## config.mk

```make
export PLATFORM = sky130hd
export DESIGN_NAME = nibble_serial_addsub
export DESIGN_NICKNAME = d
export VERILOG_FILES = /design/src/rtl/nibble_serial_addsub_pkg.sv /design/src/rtl/nibble_serial_addsub_adder4.sv /design/src/rtl/nibble_serial_addsub.sv
export SDC_FILE = /design/constraint.sdc
export NUM_CORES = 1
export LEC_CHECK = 0
export ABC_AREA = 1
export BUFFER_PORTS_ARGS = -buffer_cell sky130_fd_sc_hd__buf_2
export CORE_ASPECT_RATIO = 1.5
export CORE_MARGIN = 2
export CORE_UTILIZATION = 55
export DETAILED_ROUTE_END_ITERATION = 16
export GPL_TIMING_DRIVEN = 0
export PLACE_DENSITY_LB_ADDON = 0.08
export SLEW_MARGIN = 0
export SYNTH_ARGS = -nofsm -noshare
export SYNTH_HDL_FRONTEND = slang
export SYNTH_HIERARCHICAL = 1
export SYNTH_SLANG_ARGS = --single-unit
```

## constraint.sdc

```tcl
create_clock -name clk_i -period 3.9 [get_ports clk_i]
set_input_delay 0.39 -clock clk_i [delete_from_list [all_inputs] [get_ports clk_i]]
set_output_delay 0.39 -clock clk_i [all_outputs]
set_load 0.005 [all_outputs]
```

## src/rtl/nibble_serial_addsub_pkg.sv

```systemverilog
// Shared definitions for the nibble-serial adder/subtractor.
package nibble_serial_addsub_pkg;

   localparam int unsigned NibbleW = 4;

   // Two-bit state encoding; StIllegal is never entered and recovers to StIdle.
   typedef enum logic [1:0] {
      StIdle    = 2'd0,
      StRun     = 2'd1,
      StDone    = 2'd2,
      StIllegal = 2'd3
   } state_e;

   // Nibble index width: $clog2 of the nibble count, at least one bit.
   function automatic int unsigned idx_width(input int unsigned nibbles);
      return (nibbles > 1) ? $clog2(nibbles) : 1;
   endfunction

endpackage

```

## src/rtl/nibble_serial_addsub_adder4.sv

```systemverilog
// Four-bit ripple-carry adder exposing the carry into and out of the MSB.
module nibble_serial_addsub_adder4
   import nibble_serial_addsub_pkg::*;
(
   input  logic [NibbleW-1:0] a_i,
   input  logic [NibbleW-1:0] b_i,
   input  logic               cin_i,
   output logic [NibbleW-1:0] s_o,
   output logic               c3_o,
   output logic               c4_o
);

   logic [NibbleW:0] carry;

   // Ripple the carry through each bit; c3 is the carry into bit 3.
   always_comb begin
      carry    = '0;
      s_o      = '0;
      carry[0] = cin_i;
      for (int i = 0; i < NibbleW; i++) begin
         s_o[i]     = a_i[i] ^ b_i[i] ^ carry[i];
         carry[i+1] = (a_i[i] & b_i[i]) | (carry[i] & (a_i[i] ^ b_i[i]));
      end
   end

   assign c3_o = carry[NibbleW-1];
   assign c4_o = carry[NibbleW];

endmodule

```

## src/rtl/nibble_serial_addsub.sv

```systemverilog
// Multi-nibble two's-complement adder/subtractor. One nibble is processed per
// clock, LSB first, through a single shared 4-bit adder.
module nibble_serial_addsub
   import nibble_serial_addsub_pkg::*;
#(
   parameter int unsigned NIBBLES = 4
) (
   input  logic                         clk_i,
   input  logic                         rst_ni,
   input  logic                         in_valid_i,
   output logic                         in_ready_o,
   input  logic [NibbleW*NIBBLES-1:0]   a_i,
   input  logic [NibbleW*NIBBLES-1:0]   b_i,
   input  logic                         sub_i,
   output logic                         out_valid_o,
   input  logic                         out_ready_i,
   output logic [NibbleW*NIBBLES-1:0]   result_o,
   output logic                         carry_out_o,
   output logic                         overflow_o,
   output logic                         zero_o,
   output logic                         busy_o
);

   localparam int unsigned W    = NibbleW * NIBBLES;
   localparam int unsigned IdxW = idx_width(NIBBLES);
   localparam logic [IdxW-1:0] LastIdx = IdxW'(NIBBLES - 1);

   state_e state_q, state_d;

   logic [W-1:0]    a_q, a_d;
   logic [W-1:0]    b_q, b_d;        // already inverted for subtraction
   logic            carry_q, carry_d;
   logic [IdxW-1:0] idx_q, idx_d;
   logic [W-1:0]    result_q, result_d;
   logic            carry_out_q, carry_out_d;
   logic            overflow_q, overflow_d;
   logic            zero_q, zero_d;

   logic               accept;
   logic               last_nib;
   logic [NibbleW-1:0] a_nib, b_nib, s_nib;
   logic               c3, c4;

   assign accept   = in_valid_i && (state_q == StIdle);
   assign last_nib = (idx_q == LastIdx);

   // State register.
   always_ff @(posedge clk_i or negedge rst_ni) begin
      if (!rst_ni) begin
         state_q <= StIdle;
      end else begin
         state_q <= state_d;
      end
   end

   // Next-state logic: IDLE -> RUN -> DONE -> IDLE; the spare encoding recovers to IDLE.
   always_comb begin
      state_d = state_q;
      case (state_q)
         StIdle: begin
            if (in_valid_i) state_d = StRun;
         end
         StRun: begin
            if (last_nib) state_d = StDone;
         end
         StDone: begin
            // Returning to IDLE here means the next accept is at least one edge later.
            if (out_ready_i) state_d = StIdle;
         end
         default: state_d = StIdle;
      endcase
   end

   // Handshake and status outputs decoded from the state.
   always_comb begin
      in_ready_o  = 1'b0;
      out_valid_o = 1'b0;
      busy_o      = 1'b1;
      case (state_q)
         StIdle: begin
            in_ready_o = 1'b1;
            busy_o     = 1'b0;
         end
         StDone:  out_valid_o = 1'b1;
         default: ;
      endcase
   end

   // Select the operand nibbles addressed by the current index.
   always_comb begin
      a_nib = '0;
      b_nib = '0;
      for (int i = 0; i < NIBBLES; i++) begin
         if (idx_q == IdxW'(i)) begin
            a_nib = a_q[i*NibbleW +: NibbleW];
            b_nib = b_q[i*NibbleW +: NibbleW];
         end
      end
   end

   nibble_serial_addsub_adder4 u_adder4 (
      .a_i   (a_nib),
      .b_i   (b_nib),
      .cin_i (carry_q),
      .s_o   (s_nib),
      .c3_o  (c3),
      .c4_o  (c4)
   );

   // Datapath next-state: load on accept, accumulate one nibble per RUN cycle.
   always_comb begin
      a_d         = a_q;
      b_d         = b_q;
      carry_d     = carry_q;
      idx_d       = idx_q;
      result_d    = result_q;
      carry_out_d = carry_out_q;
      overflow_d  = overflow_q;
      zero_d      = zero_q;

      if (accept) begin
         // Subtraction is A + ~B + 1: invert B once here, carry-in of 1 below.
         a_d         = a_i;
         b_d         = b_i ^ {W{sub_i}};
         carry_d     = sub_i;
         idx_d       = '0;
         result_d    = '0;
         carry_out_d = 1'b0;
         overflow_d  = 1'b0;
         zero_d      = 1'b0;
      end else if (state_q == StRun) begin
         for (int i = 0; i < NIBBLES; i++) begin
            if (idx_q == IdxW'(i)) result_d[i*NibbleW +: NibbleW] = s_nib;
         end
         carry_d = c4;
         idx_d   = idx_q + 1'b1;
         if (last_nib) begin
            carry_out_d = c4;
            overflow_d  = c3 ^ c4;
            zero_d      = (result_d == '0);
         end
      end
   end

   // Datapath registers.
   always_ff @(posedge clk_i or negedge rst_ni) begin
      if (!rst_ni) begin
         a_q         <= '0;
         b_q         <= '0;
         carry_q     <= 1'b0;
         idx_q       <= '0;
         result_q    <= '0;
         carry_out_q <= 1'b0;
         overflow_q  <= 1'b0;
         zero_q      <= 1'b0;
      end else begin
         a_q         <= a_d;
         b_q         <= b_d;
         carry_q     <= carry_d;
         idx_q       <= idx_d;
         result_q    <= result_d;
         carry_out_q <= carry_out_d;
         overflow_q  <= overflow_d;
         zero_q      <= zero_d;
      end
   end

   assign result_o    = result_q;
   assign carry_out_o = carry_out_q;
   assign overflow_o  = overflow_q;
   assign zero_o      = zero_q;

endmodule

```

* Word level (Yosys, flattened, before mapping)
Cells that the tools add are included.
Operators by class: multiplexer cells 42, equal/unequal tests 8, $add $sub $neg 1, reduce and logical (&&, ||, !) cells 8, bitwise logic cells 22
Operators by type and width (count):
- $mux W4 | 20
- $mux W16 | 2
- $logic_not A16 Y1 | 1
- $xor A16 B16 Y16 | 1
- $mux W1 | 14
- $mux W2 | 5
- $xor A1 B1 Y1 | 9
- $and A1 B1 Y1 | 8
- $eq A2 B2 Y1 const B | 3
- $ne A2 B2 Y1 const B | 3
- $pmux W2 S3 | 1
- $eq A2 B1 Y1 const B | 2
- $logic_not A2 Y1 | 2
- $or A1 B1 Y1 | 4
- $reduce_bool A2 Y1 | 2
- $reduce_and A3 Y1 | 1
- $add A2 B1 Y2 const B | 1
- $reduce_and A2 Y1 | 1
- $logic_and A1 B1 Y1 | 1
Storage, ports and cells: bits in registers 56, output and inout port bits 22, logic and storage cells 90, input bits 37

* Depth between registers and ports, before layout
depth in word-level cells 20, depth in mapped cells 21, gate-level depth less buffers 21

* Modules after synthesis
The synthesis kept the hierarchy.
Modules (own cells, without submodules):
- nibble_serial_addsub | area each 2826.5 um2, seq. area each 1401.3 um2, cells each 358, instances 1
- nibble_serial_addsub_adder4 | area each 110.1 um2, seq. area each 0.0 um2, cells each 12, instances 1

* Worst setup path before layout
Ideal clock, no wire load.
path kind reg-to-reg, from register idx_q[0], to register zero_q (netlist: zero_o), path slack 536 ps, cell stages (with the launch flop) 20, clock period less this slack 3364 ps, required time 3835 ps, setup time 65 ps, buffers on the path 0, data arrival time 3299 ps, path through dfrtp_1 -> inv_1 -> ha_1 -> inv_1 -> nor2_4 -> nand2_1 -> nand2_1 -> o21ai_0 -> o21ai_0 -> fa_1 -> inv_1 -> fa_1 -> fa_1 -> inv_1 -> fa_1 -> nand2_1 -> o21ai_0 -> nor3_1 -> nand3_1 -> nand2_1
On the way: word-level cells in the longest chain between the ends 20, elaborated cells between the ends (all ways) 47, classes of those cells 3 x eq/ne; 23 x mux; 17 x bitwise; 4 x reduce/logical
RTL lines:
- from (decl) | RTL line nibble_serial_addsub.sv:33 | logic [IdxW-1:0] idx_q, idx_d;
- from (signal assigned) | RTL line nibble_serial_addsub.sv:160 | idx_q <= idx_d;
- $logic_not A2 Y1 | RTL line nibble_serial_addsub.sv:94 | if (idx_q == IdxW'(i)) begin
- $mux W4 (3 in a row) | RTL line nibble_serial_addsub.sv:94
- $mux W4 * | RTL line nibble_serial_addsub.sv:94
- net b_nib[0] | RTL line nibble_serial_addsub.sv:41 | logic [NibbleW-1:0] a_nib, b_nib, s_nib;
- $xor A1 B1 Y1 | RTL line nibble_serial_addsub_adder4.sv:22 | carry[i+1] = (a_i[i] & b_i[i]) | (carry[i] & (a_i[i] ^ b_i[i]));
- $and A1 B1 Y1 | RTL line nibble_serial_addsub_adder4.sv:22
- $or A1 B1 Y1 * | RTL line nibble_serial_addsub_adder4.sv:22
- $and A1 B1 Y1 * | RTL line nibble_serial_addsub_adder4.sv:22
- [... 3 more ...]
- net c3 | RTL line nibble_serial_addsub.sv:42 | logic c3, c4;
- [... 1 more ...]
- net s_nib[3] | RTL line nibble_serial_addsub.sv:41
- $mux W4 | RTL line nibble_serial_addsub.sv:133 | if (idx_q == IdxW'(i)) result_d[i*NibbleW +: NibbleW] = s_nib;
- $mux W4 | RTL line nibble_serial_addsub.sv:131 | end else if (state_q == StRun) begin
- $mux W4 | RTL line nibble_serial_addsub.sv:121 | if (accept) begin
- $logic_not A16 Y1 * | RTL line nibble_serial_addsub.sv:140 | zero_d = (result_d == '0);
- $mux W1 * | RTL line nibble_serial_addsub.sv:137 | if (last_nib) begin
- $mux W1 * | RTL line nibble_serial_addsub.sv:131
- $mux W1 * | RTL line nibble_serial_addsub.sv:121
- to (signal assigned) | RTL line nibble_serial_addsub.sv:164 | zero_q <= zero_d;
- to (decl) | RTL line nibble_serial_addsub.sv:37 | logic zero_q, zero_d;
The timed path passes the listed nets; every way through them passes the cells marked *. The select of a mux whose other input is x is not followed. A chain may end at the register's enable or synchronous reset.

* Worst setup path in the final report
from register idx_q[0], to register zero_q (netlist: zero_o)
On the way: word-level cells in the longest chain between the ends 20, elaborated cells between the ends (all ways) 47, classes of those cells 3 x eq/ne; 23 x mux; 17 x bitwise; 4 x reduce/logical
RTL lines (RTL line):
- $logic_not A2 Y1 | nibble_serial_addsub.sv:94
- $mux W4 (3 in a row) | nibble_serial_addsub.sv:94
- $mux W4 * | nibble_serial_addsub.sv:94
- net a_nib[0] | nibble_serial_addsub.sv:41
- $xor A1 B1 Y1 | nibble_serial_addsub_adder4.sv:22
- $and A1 B1 Y1 | nibble_serial_addsub_adder4.sv:22
- $or A1 B1 Y1 * | nibble_serial_addsub_adder4.sv:22
- $and A1 B1 Y1 * | nibble_serial_addsub_adder4.sv:22
- [... 3 more ...]
- net c3 | nibble_serial_addsub.sv:42
- [... 1 more ...]
- net s_nib[3] | nibble_serial_addsub.sv:41
- $mux W4 | nibble_serial_addsub.sv:133
- $mux W4 | nibble_serial_addsub.sv:131
- $mux W4 | nibble_serial_addsub.sv:121
- $logic_not A16 Y1 * | nibble_serial_addsub.sv:140
- $mux W1 * | nibble_serial_addsub.sv:137
- $mux W1 * | nibble_serial_addsub.sv:131
- $mux W1 * | nibble_serial_addsub.sv:121
Marked as above.

==> run summary <==
status: finished, final reports clean
final hold violations: 0
H-tree depth: 2
Setup violations, final: 0
first-pass GRT wire length: 10.8 mm
Yosys Warn Count: 6
top cells by area, synth: dfrtp_1, nand2_1, xnor2_1, o21ai_0, o21ai_1
share of layout cells above drive strength 1: 22.8%
core area: 5160 um^2
Synth Instances: 370
clock root buffer: clkbuf_8
row cnt: 32
startpoint types: flip-flop
Final Worst Setup Slack: 222 ps
Nets: 483
die width: 63.7 um
Routability Congestion: 0.911
post-synth top area share: 47.7%
Synth area leader: dfrtp_1
vias in the first global route: 2419
clock sink total: 56
setup TNS: 0 ps
vias per cell: 5.07
DP Area: 3310 um^2
CTS tree: yes
asr flop ratio synth: 100%
fin area: 3460 um^2
worst clock skew: 6.56 ps
DIE HEIGHT: 93.5 um
first-pass detailed-route iteration total: 5
fin. max-slew vios: 0
clock-pin slew on the worst setup and hold paths: 90 ps
pre-CTS WS: 11.1 ps
via count: 2569
cts bufs inserted: 5
Boundary Pins: 59
Total Wirelength: 6.52 mm
maximum VDD drop: 0.000512 V
Netlist cell types: 24
Worst Path Class, Setup: flip-flop to flip-flop
Synth top cells by count: nand2_1, dfrtp_1, o21ai_0, inv_1, o21ai_1
PortBufs: 57
drt wl/cell: 12.9 um
number of synthesized flops with an enable pin: 0
critical path data required time: 4150 ps
worst skew pair latency: 310 ps
DRT iter0 DRCs: 164
Syn Area/Cell: 7.94 um^2
crit-path max FO: 5
fin crit share: 94.3%
Layout area overhead: 17.9%
CP cell instances: inv_2, ha_4, inv_1, nor2_4, nand2_1, nand2_1, o21ai_0, o21ai_1, fa_1, inv_1, fa_1, fa_1, inv_2, fa_2, nand2_1, nand2_1, nor2_1, nand2_1, nor2_2, nand3_1, nand2_1
post-route ant nets: 0
Slew headroom: 18.1%
diode count: 0
Die ar.: 5950 um^2
Synth Register Bits: 56
global-route usage over all layers: 23.4%
Post-Syn Area: 2940 um^2
drc violations: 0
CP most frequent cell: nand2_1
effective utilization at floorplan: 56.9%
initial antenna violation count: 0
RSZ-0062 raised after global routing: false
crit-path max cell delay: 480 ps
total design power: 3.18 mW
LEAKAGE: 1.83 nW
most frequent cell after synthesis: nand2_1
Seq/Total Area, Yosys: 47.7%
Fmax: 0.272 GHz
hpwl dp: 4.81 mm
PD cells: 920 nW/um^2
Min Clock Period, post-route: 3680 ps
Arrival @ worst endpoint: 3930 ps
fillers: 483
Overflow after GRT: 0
CP endpoint kind: flip-flop
max_cap viols: 0
deepest clock path buffer count: 2
worst slew pin tran: 1230 ps
worst hold path class: input port to flip-flop
largest net degree at the start of global routing: 57
Syn Nets: 415
Critical Path Slowest Stage Cell: fa_2
ys flop type: dfrtp_1
[registers in the layout, summed over array words and instances (netlist names)]
name	cells
a_q	16
b_q	16
carry_out_o	1
carry_q	1
idx_q	2
overflow_o	1
result_o	16
state_q	2
zero_o	1
[metrics by stage]
| stage | hold slack [ps] | util (%) | std cells |
|---|---|---|---|
| floorplan | 94.4 | - | 370 |
| global placement | 460 | 64.0 | 495 |
| detailed placement | 466 | 64.0 | 495 |
| CTS | 262 | 66.1 | 505 |
| global route | 264 | 67.0 | 507 |
| finish | 262 | 67.0 | 507 |
[cell families (layout without fill, tap and decap cells)]
kind of cell / Yosys count / after routing / share of synthesized area, %
xor gates and xnor gates: 17 / 17 / 5.07
AOI/OAI and AO/OA: 59 / 59 / 10.3
and+or+nand+nor: 188 / 188 / 25.6
DFF: 56 / 56 / 47.7
adders and majority gates: 8 / 8 / 4.43
buffers and inverters: 42 / 111 / 6.90
[layout make-up]
class	instances	area (um^2)	area share, %
Clock buffer	8	90.1	2.60
Buffer	16	108	3.11
Timing Repair Buffer	61	315	9.11
Tap cell	68	85.1	2.46
Sequential cell	56	1400	40.5
Multi-Input combinational cell	272	1370	39.4
Inverter	26	97.6	2.82
[layout by cell type (no fill, tap or decap)]
cell      instances
buf_6             2
ha_2              1
inv_1            19
nor2_2            2
nand2_1         161
clkbuf_4          1
fa_1              3
dfrtp_1          56
inv_2             7
o21ai_0          26
o31ai_1           1
nor3_1            1
clkbuf_1          2
nand2_4           1
fa_2              1
nor2_1            7
ha_4              2
o211ai_1          1
a21oi_1           8
o22ai_1           2
ha_1              1
o21ai_1          21
buf_4             9
nor2_4            2
buf_2            65
xnor2_1          17
nand3_1          13
clkbuf_8          6
nand2_2           1
[path summary, 6_finish.rpt]
check,cells past startpoint,slack [ps],start,end
max in group asynchronous,1,2830,rst_ni,a_q[15]
hold reg to reg,2,480,a_q[1],a_q[1]
min in group asynchronous,1,340,rst_ni,result_o[14]
setup reg to reg,21,220,idx_q[0],zero_o
hold / removal,2,260,out_ready_i,state_q[1]
setup / recovery,21,220,idx_q[0],zero_o
[power breakdown]
part / switching, mW / internal [mW]
clock: 0.179 / 0.145
combinational: 1.16 / 0.708
sequential: 0.151 / 0.836
[critical path, delay by kind of cell (launching register included)]
family,cells,cell delay (ps)
flops,1,420
simple gates,10,920
fa+ha+maj,5,1640
compound gates,2,280
buf+inv,4,360
[per-layer routing]
metal  track usage, %  share of wire [%]
met1             26.3                 41
met2             44.9                 54
met3             2.77                3.4
met4             7.61                1.3
met5                0                  0
[timing repair]
item / 4_1_cts / 5_1_grt
endpoints found under the setup margin: 1 / 1
pin swaps: 1 / 3
gates resized for setup: 0 / 13
hold buffers: 0 / 0
buffers inserted: 2 / 2
Power figures use the tool's default switching activity.
